**src/rtl/uart_pkg.sv**
```systemverilog
// Shared types and helpers for the UART transmit path (and the future receive side).
package uart_pkg;

  typedef enum logic [1:0] {
    PAR_NONE = 2'b00,
    PAR_EVEN = 2'b01,
    PAR_ODD  = 2'b10
  } parity_e;

  typedef enum logic [2:0] {
    IDLE,
    START,
    DATA,
    PARITY,
    STOP
  } tx_state_e;

  localparam int MIN_NBITS = 5;

  // Out-of-range frame lengths are pulled back into [MIN_NBITS, max_n].
  function automatic logic [3:0] clamp_nbits(input logic [3:0] n, input logic [3:0] max_n);
    if (n < 4'(MIN_NBITS)) return 4'(MIN_NBITS);
    if (n > max_n) return max_n;
    return n;
  endfunction

endpackage

```
**src/rtl/uart_sync_fifo.sv**
```systemverilog
// Synchronous FIFO with registered level/full/empty and fall-through read data.
module uart_sync_fifo #(
  parameter int WIDTH = 8,
  parameter int DEPTH = 16
) (
  input  logic                   clk,
  input  logic                   rst_n,
  input  logic                   push,
  input  logic                   pop,
  input  logic [WIDTH-1:0]       wdata,
  output logic [WIDTH-1:0]       rdata,
  output logic                   full,
  output logic                   empty,
  output logic [$clog2(DEPTH):0] level
);

  localparam int AW = $clog2(DEPTH);
  localparam logic [AW:0] FULL_LVL = (AW+1)'(DEPTH);

  logic [WIDTH-1:0] mem [DEPTH];
  logic [AW-1:0]    wr_ptr;
  logic [AW-1:0]    rd_ptr;
  logic [AW:0]      level_nxt;
  logic             do_push;
  logic             do_pop;

  // A push into a full FIFO is legal only when a pop frees a slot in the same cycle.
  assign do_pop  = pop && !empty;
  assign do_push = push && (!full || do_pop);
  assign rdata   = mem[rd_ptr];

  always_comb begin
    level_nxt = level;
    if (do_push && !do_pop)
      level_nxt = level + 1'b1;
    else if (do_pop && !do_push)
      level_nxt = level - 1'b1;
  end

  always_ff @(posedge clk) begin
    if (!rst_n) begin
      wr_ptr <= '0;
      rd_ptr <= '0;
      level  <= '0;
      full   <= 1'b0;
      empty  <= 1'b1;
    end else begin
      if (do_push) wr_ptr <= wr_ptr + 1'b1;
      if (do_pop)  rd_ptr <= rd_ptr + 1'b1;
      level <= level_nxt;
      full  <= (level_nxt == FULL_LVL);
      empty <= (level_nxt == '0);
    end
  end

  always_ff @(posedge clk) begin
    if (do_push) mem[wr_ptr] <= wdata;
  end

endmodule

```
**src/rtl/uart_tx_buf.sv**
```systemverilog
// Buffered UART transmitter: AXIS sink -> FIFO -> serialiser with runtime frame format.
// Optional line break generation (brk_i) is enabled by defining UART_TX_BREAK_EN.
//
// state  | meaning
// IDLE   | line high (or held low during break), waiting for a FIFO word
// START  | start bit, line low for one bit time
// DATA   | nbits data bits, LSB first
// PARITY | parity bit, only when parity is enabled
// STOP   | one or two stop bits, line high
module uart_tx_buf
  import uart_pkg::*;
#(
  parameter int DATA_WIDTH = 8,
  parameter int FIFO_DEPTH = 16,
  parameter int DIV_WIDTH  = 17
) (
  input  logic                        clk_i,
  input  logic                        rst_n_i,
`ifdef UART_TX_BREAK_EN
  input  logic                        brk_i,
`endif
  input  logic [DATA_WIDTH-1:0]       slv_axis_tdata_i,
  input  logic                        slv_axis_tvalid_i,
  output logic                        slv_axis_tready_o,
  input  logic [DIV_WIDTH-1:0]        cfg_div_i,
  input  logic [3:0]                  cfg_nbits_i,
  input  logic [1:0]                  cfg_parity_i,
  input  logic                        cfg_stop2_i,
  output logic                        tx_o,
  output logic                        busy_o,
  output logic [$clog2(FIFO_DEPTH):0] fifo_level_o
);

  logic [DATA_WIDTH-1:0] fifo_rdata;
  logic                  fifo_full;
  logic                  fifo_empty;
  logic                  fifo_push;
  logic                  fifo_pop;
  logic                  brk;

  tx_state_e             state;
  logic [DATA_WIDTH-1:0] shift_q;
  logic [3:0]            bit_cnt_q;
  logic [DIV_WIDTH-1:0]  timer_q;
  logic [DIV_WIDTH-1:0]  div_m1_q;
  logic                  par_en_q;
  logic                  par_bit_q;
  logic                  stop2_q;
  logic                  stop_cnt_q;

  logic [3:0]            nbits_ld;
  logic [DIV_WIDTH-1:0]  div_m1_ld;
  logic                  par_en_ld;
  logic                  par_bit_ld;
  logic                  bit_done;
  logic                  frame_end;

`ifdef UART_TX_BREAK_EN
  assign brk = brk_i;
`else
  assign brk = 1'b0;
`endif

  assign slv_axis_tready_o = !fifo_full;
  assign fifo_push = slv_axis_tvalid_i && !fifo_full;
  assign bit_done  = (timer_q == '0);
  assign frame_end = (state == STOP) && bit_done && !stop_cnt_q;
  // Popping at the last stop cycle chains the next frame with no idle gap.
  assign fifo_pop  = !fifo_empty && (((state == IDLE) && !brk) || frame_end);

  uart_sync_fifo #(
    .WIDTH (DATA_WIDTH),
    .DEPTH (FIFO_DEPTH)
  ) u_fifo (
    .clk   (clk_i),
    .rst_n (rst_n_i),
    .push  (fifo_push),
    .pop   (fifo_pop),
    .wdata (slv_axis_tdata_i),
    .rdata (fifo_rdata),
    .full  (fifo_full),
    .empty (fifo_empty),
    .level (fifo_level_o)
  );

  // Frame parameters captured at pop time; mid-frame config changes wait for the next frame.
  always_comb begin
    nbits_ld   = clamp_nbits(cfg_nbits_i, 4'(DATA_WIDTH));
    div_m1_ld  = (cfg_div_i == '0) ? '0 : cfg_div_i - 1'b1;
    par_en_ld  = (cfg_parity_i == PAR_EVEN) || (cfg_parity_i == PAR_ODD);
    par_bit_ld = (cfg_parity_i == PAR_ODD);
    for (int i = 0; i < DATA_WIDTH; i++)
      if (i < int'(nbits_ld)) par_bit_ld ^= fifo_rdata[i];
  end

  always_ff @(posedge clk_i) begin
    if (!rst_n_i) begin
      state      <= IDLE;
      tx_o       <= 1'b1;
      busy_o     <= 1'b0;
      shift_q    <= '0;
      bit_cnt_q  <= '0;
      timer_q    <= '0;
      div_m1_q   <= '0;
      par_en_q   <= 1'b0;
      par_bit_q  <= 1'b0;
      stop2_q    <= 1'b0;
      stop_cnt_q <= 1'b0;
    end else begin
      if (!bit_done) timer_q <= timer_q - 1'b1;
      if (fifo_pop) begin
        state     <= START;
        tx_o      <= 1'b0;
        busy_o    <= 1'b1;
        shift_q   <= fifo_rdata;
        bit_cnt_q <= nbits_ld - 4'd1;
        timer_q   <= div_m1_ld;
        div_m1_q  <= div_m1_ld;
        par_en_q  <= par_en_ld;
        par_bit_q <= par_bit_ld;
        stop2_q   <= cfg_stop2_i;
      end else begin
        case (state)
          IDLE: begin
            tx_o   <= !brk;
            busy_o <= brk;
          end
          START: if (bit_done) begin
            state   <= DATA;
            tx_o    <= shift_q[0];
            shift_q <= shift_q >> 1;
            timer_q <= div_m1_q;
          end
          DATA: if (bit_done) begin
            timer_q <= div_m1_q;
            if (bit_cnt_q != 4'd0) begin
              tx_o      <= shift_q[0];
              shift_q   <= shift_q >> 1;
              bit_cnt_q <= bit_cnt_q - 4'd1;
            end else if (par_en_q) begin
              state <= PARITY;
              tx_o  <= par_bit_q;
            end else begin
              state      <= STOP;
              tx_o       <= 1'b1;
              stop_cnt_q <= stop2_q;
            end
          end
          PARITY: if (bit_done) begin
            state      <= STOP;
            tx_o       <= 1'b1;
            stop_cnt_q <= stop2_q;
            timer_q    <= div_m1_q;
          end
          STOP: if (bit_done) begin
            if (stop_cnt_q) begin
              stop_cnt_q <= 1'b0;
              timer_q    <= div_m1_q;
            end else begin
              state  <= IDLE;
              busy_o <= 1'b0;
            end
          end
          default: state <= IDLE;
        endcase
      end
    end
  end

endmodule
```
**config.mk**
```make
export PLATFORM = sky130hd
export DESIGN_NAME = uart_tx_buf
export DESIGN_NICKNAME = d
export VERILOG_FILES = /design/src/rtl/uart_pkg.sv /design/src/rtl/uart_sync_fifo.sv /design/src/rtl/uart_tx_buf.sv
export SDC_FILE = /design/constraint.sdc
export NUM_CORES = 1
export LEC_CHECK = 0
export ABC_AREA = 0
export BUFFER_PORTS_ARGS = -buffer_cell sky130_fd_sc_hd__buf_2
export CORE_MARGIN = 5
export CORE_UTILIZATION = 45
export CTS_CLUSTER_SIZE = 14
export DETAILED_ROUTE_END_ITERATION = 8
export SLEW_MARGIN = 20
export SYNTH_ARGS = -nofsm -noshare
export SYNTH_HDL_FRONTEND = slang
export SYNTH_HIERARCHICAL = 1
export SYNTH_SLANG_ARGS = --single-unit
export TNS_END_PERCENT = 50
```
**constraint.sdc**
```tcl
create_clock -name clk_i -period 3.8 [get_ports clk_i]
set_input_delay 0.76 -clock clk_i [delete_from_list [all_inputs] [get_ports clk_i]]
set_output_delay 0.76 -clock clk_i [all_outputs]
set_load 0.05 [all_outputs]
```
==> results.toml <==
[outcome]
status = "finished clean"

[worst_setup_path]
required_ns = 3.95
worstSetupStartpointType = "flip-flop"
worst_setup_path_end_kind = "flip-flop"
arrival_ns = 3.55
crit_type = "flip-flop to flip-flop"
worst-path-max-fanout = 17

[drt]
avgViaCountPerCell = 5.814
drt_iter0_drc = 354
ant_nets = 0
routed_wl_mm = 19.75
drc = 0
wire_per_inst_um = 19.88
dr.pass1.iters = 5
vias = 5773

[clocking]
cts.hold.buffers_added = 0
postCtsSetupRepairBufs = 0
clk_pin_slew_ns = 0.06
clk_path_buf_depth = 3
clkSinkCount = 202
clock_latency_ns = 0.51
cts_resized = 0
numCtsBuffers = 22
cts_tree = "yes"
cts_root_buf = "clkbuf_16"
h-tree-depth = 1

[timing]
worst_slew_pin_slew_ns = 0.8050
max_slew_margin_pct = 46.14
holdWs_ns = 0.4606
rsz0062_at_grt = "no"
slew_viol_final = 0
fin_worst_skew_ns = 0.01535
layout_setup_ws_ns = 0.4004
finalCritPeriodShare_pct = 89.46
setup-violations-final = 0
finalHoldViolCount = 0
final.min_clock_period_ns = 3.400
tns_ns = 0
timing.fmax_mhz = 294.2

[floorplanning]
core_region_area_mm2 = 0.02017
die_w_um = 152.9
initial_core_util_pct = 45.53
design.portCount = 43
fp-row-count = 52
die_h_um = 152.9
dieArea_mm2 = 0.02337

[place]
dpl.cell_count = 953
port_buffers = 42
place_hpwl_mm = 13.53
place_congestion = 0.8561
place_ws_ns = 0.4239

[logic_synthesis]
synth.distinct_cells = 78
avgSynthCellArea_um2 = 13.89
ys_ff_latch = 202
synth_top_family_by_area = "simple AND/OR/NAND/NOR gates"
synthSimpleGateAreaFrac_pct = 12.29
synth_most_common_cell = "edfxtp_1"
synth_top_area_share_pct = 41.85
synth_commonest_cells = "edfxtp_1, dfxtp_1, mux4_1"
synthAdderAreaFrac_pct = 1.771
syn-num-nets = 709
yosys_warnings = 6
synth_edf_count = 128
synth-main-ff-cell = "edfxtp_1"
async_reset_ff_share_pct = 0
synthTopCellsByArea = "edfxtp_1, dfxtp_1, mux4_1, xnor2_1, mux4_2"
syn_inst = 661
synth_xor_area_share_pct = 3.106
synth_compound_area_share_pct = 9.700
synthMuxAreaShare_pct = 12.14
yosysTopAreaCell = "edfxtp_1"
seq_area_frac_synth_pct = 57.98
syn_area_mm2 = 0.009184

[global_route]
grt_usage_pct = 16.58
grt_pass1_wl_mm = 31.62
antenna_found_initial = 0
gr-total-overflow = 0
grt_pass1_vias = 5808
grt_max_degree = 33

[pwr]
power.leakage_nw = 3.537
ir_worst_vdd_mv = 0.3457
powerDensity_mw_per_mm2 = 680.0

[layout]
antennaDiodeCount = 0
nets = 755
area_growth_pct = 12.27
fillerInstances = 1730
drive_above_1_share_pct = 16.74
fin_cells = 993

[job]
maxCapViolations = 0

[worst_hold_path]
hold_class = "flip-flop to flip-flop"
## layout by cell type, fill, tap and decap left out, drive strengths merged, types with 8 or more instances in the layout
cell type / synthesis / routed
a211oi: 8 / 8
a21oi: 25 / 25
and2: 14 / 14
and3: 9 / 9
buf: 16 / 56
clkbuf: 18 / 29
clkinv: 2 / 10
dfxtp: 74 / 74
edfxtp: 128 / 128
ha: 13 / 13
inv: 19 / 19
mux4: 40 / 40
nand2: 31 / 31
nand3: 11 / 11
nand3b: 9 / 9
nor2: 22 / 22
nor2b: 10 / 10
nor3: 21 / 21
nor4: 13 / 13
o21ai: 13 / 13
o22ai: 12 / 12
o2bb2ai: 12 / 12
or3: 9 / 9
xnor2: 22 / 22
xor2: 8 / 8
## area by class of cell
cell class              count  area, um2  share of cell area [%]
well taps                 270      337.8                   3.276
clock buffers              29      576.8                   5.594
clock inverters            11      90.09                  0.8737
multi-input cells         404       3582                   34.74
flip-flops and latches    202       5325                   51.64
inverters                  21      83.83                  0.8130
repair buffers             56      315.3                   3.058
## per-stage QoR
stage	util (%)	total power, mW	cell area, um2
2_1_floorplan	-	4.576	9184
3_3_place_gp	47.82	5.026	9644
3_5_place_dp	47.82	5.071	9644
4_1_cts	51.12	7.061	10310
5_1_grt	51.12	7.390	10310
6_report	51.12	7.011	10310
## state kept, by name (all words and copies together) (netlist names), named ones only
| name | cells |
|---|---|
| u_fifo/level | 5 |
| bit_cnt_q | 4 |
| state | 3 |
| u_fifo/mem | 128 |
| tx_o | 1 |
| u_fifo/wr_ptr | 4 |
| stop2_q | 1 |
| u_fifo/full | 1 |
| stop_cnt_q | 1 |
| u_fifo/rd_ptr | 4 |
| busy_o | 1 |
| par_en_q | 1 |
| u_fifo/empty | 1 |
| div_m1_q | 17 |
| timer_q | 17 |
| shift_q | 8 |
| par_bit_q | 1 |
## worst max-delay path: stages, from the launching register on
cell and delay [ns]:
dfxtp_1 0.36, or4_4 0.58, nor3_2 0.37, a31oi_4 0.17
clkinv_4 0.07, nand2b_1 0.21, a21boi_2 0.64, nand2_1 0.11
nor2_1 0.15, and2_1 0.40
## path summary, 6_finish.rpt
kind,start,endpoint,slack [ns],depth (start not counted)
max reg2reg,timer_q[3],u_fifo/mem[6][6],0.40,9
min reg2reg,div_m1_q[16],div_m1_q[16],0.46,2
max,timer_q[3],u_fifo/mem[6][6],0.40,9
min,div_m1_q[16],div_m1_q[16],0.46,2
## layer usage
metal  wire [um]  track usage (%)
met5           0                0
met1        8833            22.57
met3         918            3.082
met2        9489            27.48
met4         503            4.709
## where the power goes
part | switching (mW) | internal, mW
clock | 0.833 | 1.14
combinational | 1.26 | 0.927
sequential | 0.239 | 2.61
total | 2.34 | 4.68
## cell families after synthesis
logic type                 Yosys count
AOI/OAI and AO/OA                  122
xor gates and xnor gates            31
adders and majority gates           13
buffers and inverters               55
DFF                                202
muxes                               49
and+or+nand+nor                    189
No activity file was read; power rests on OpenSTA's default activity.
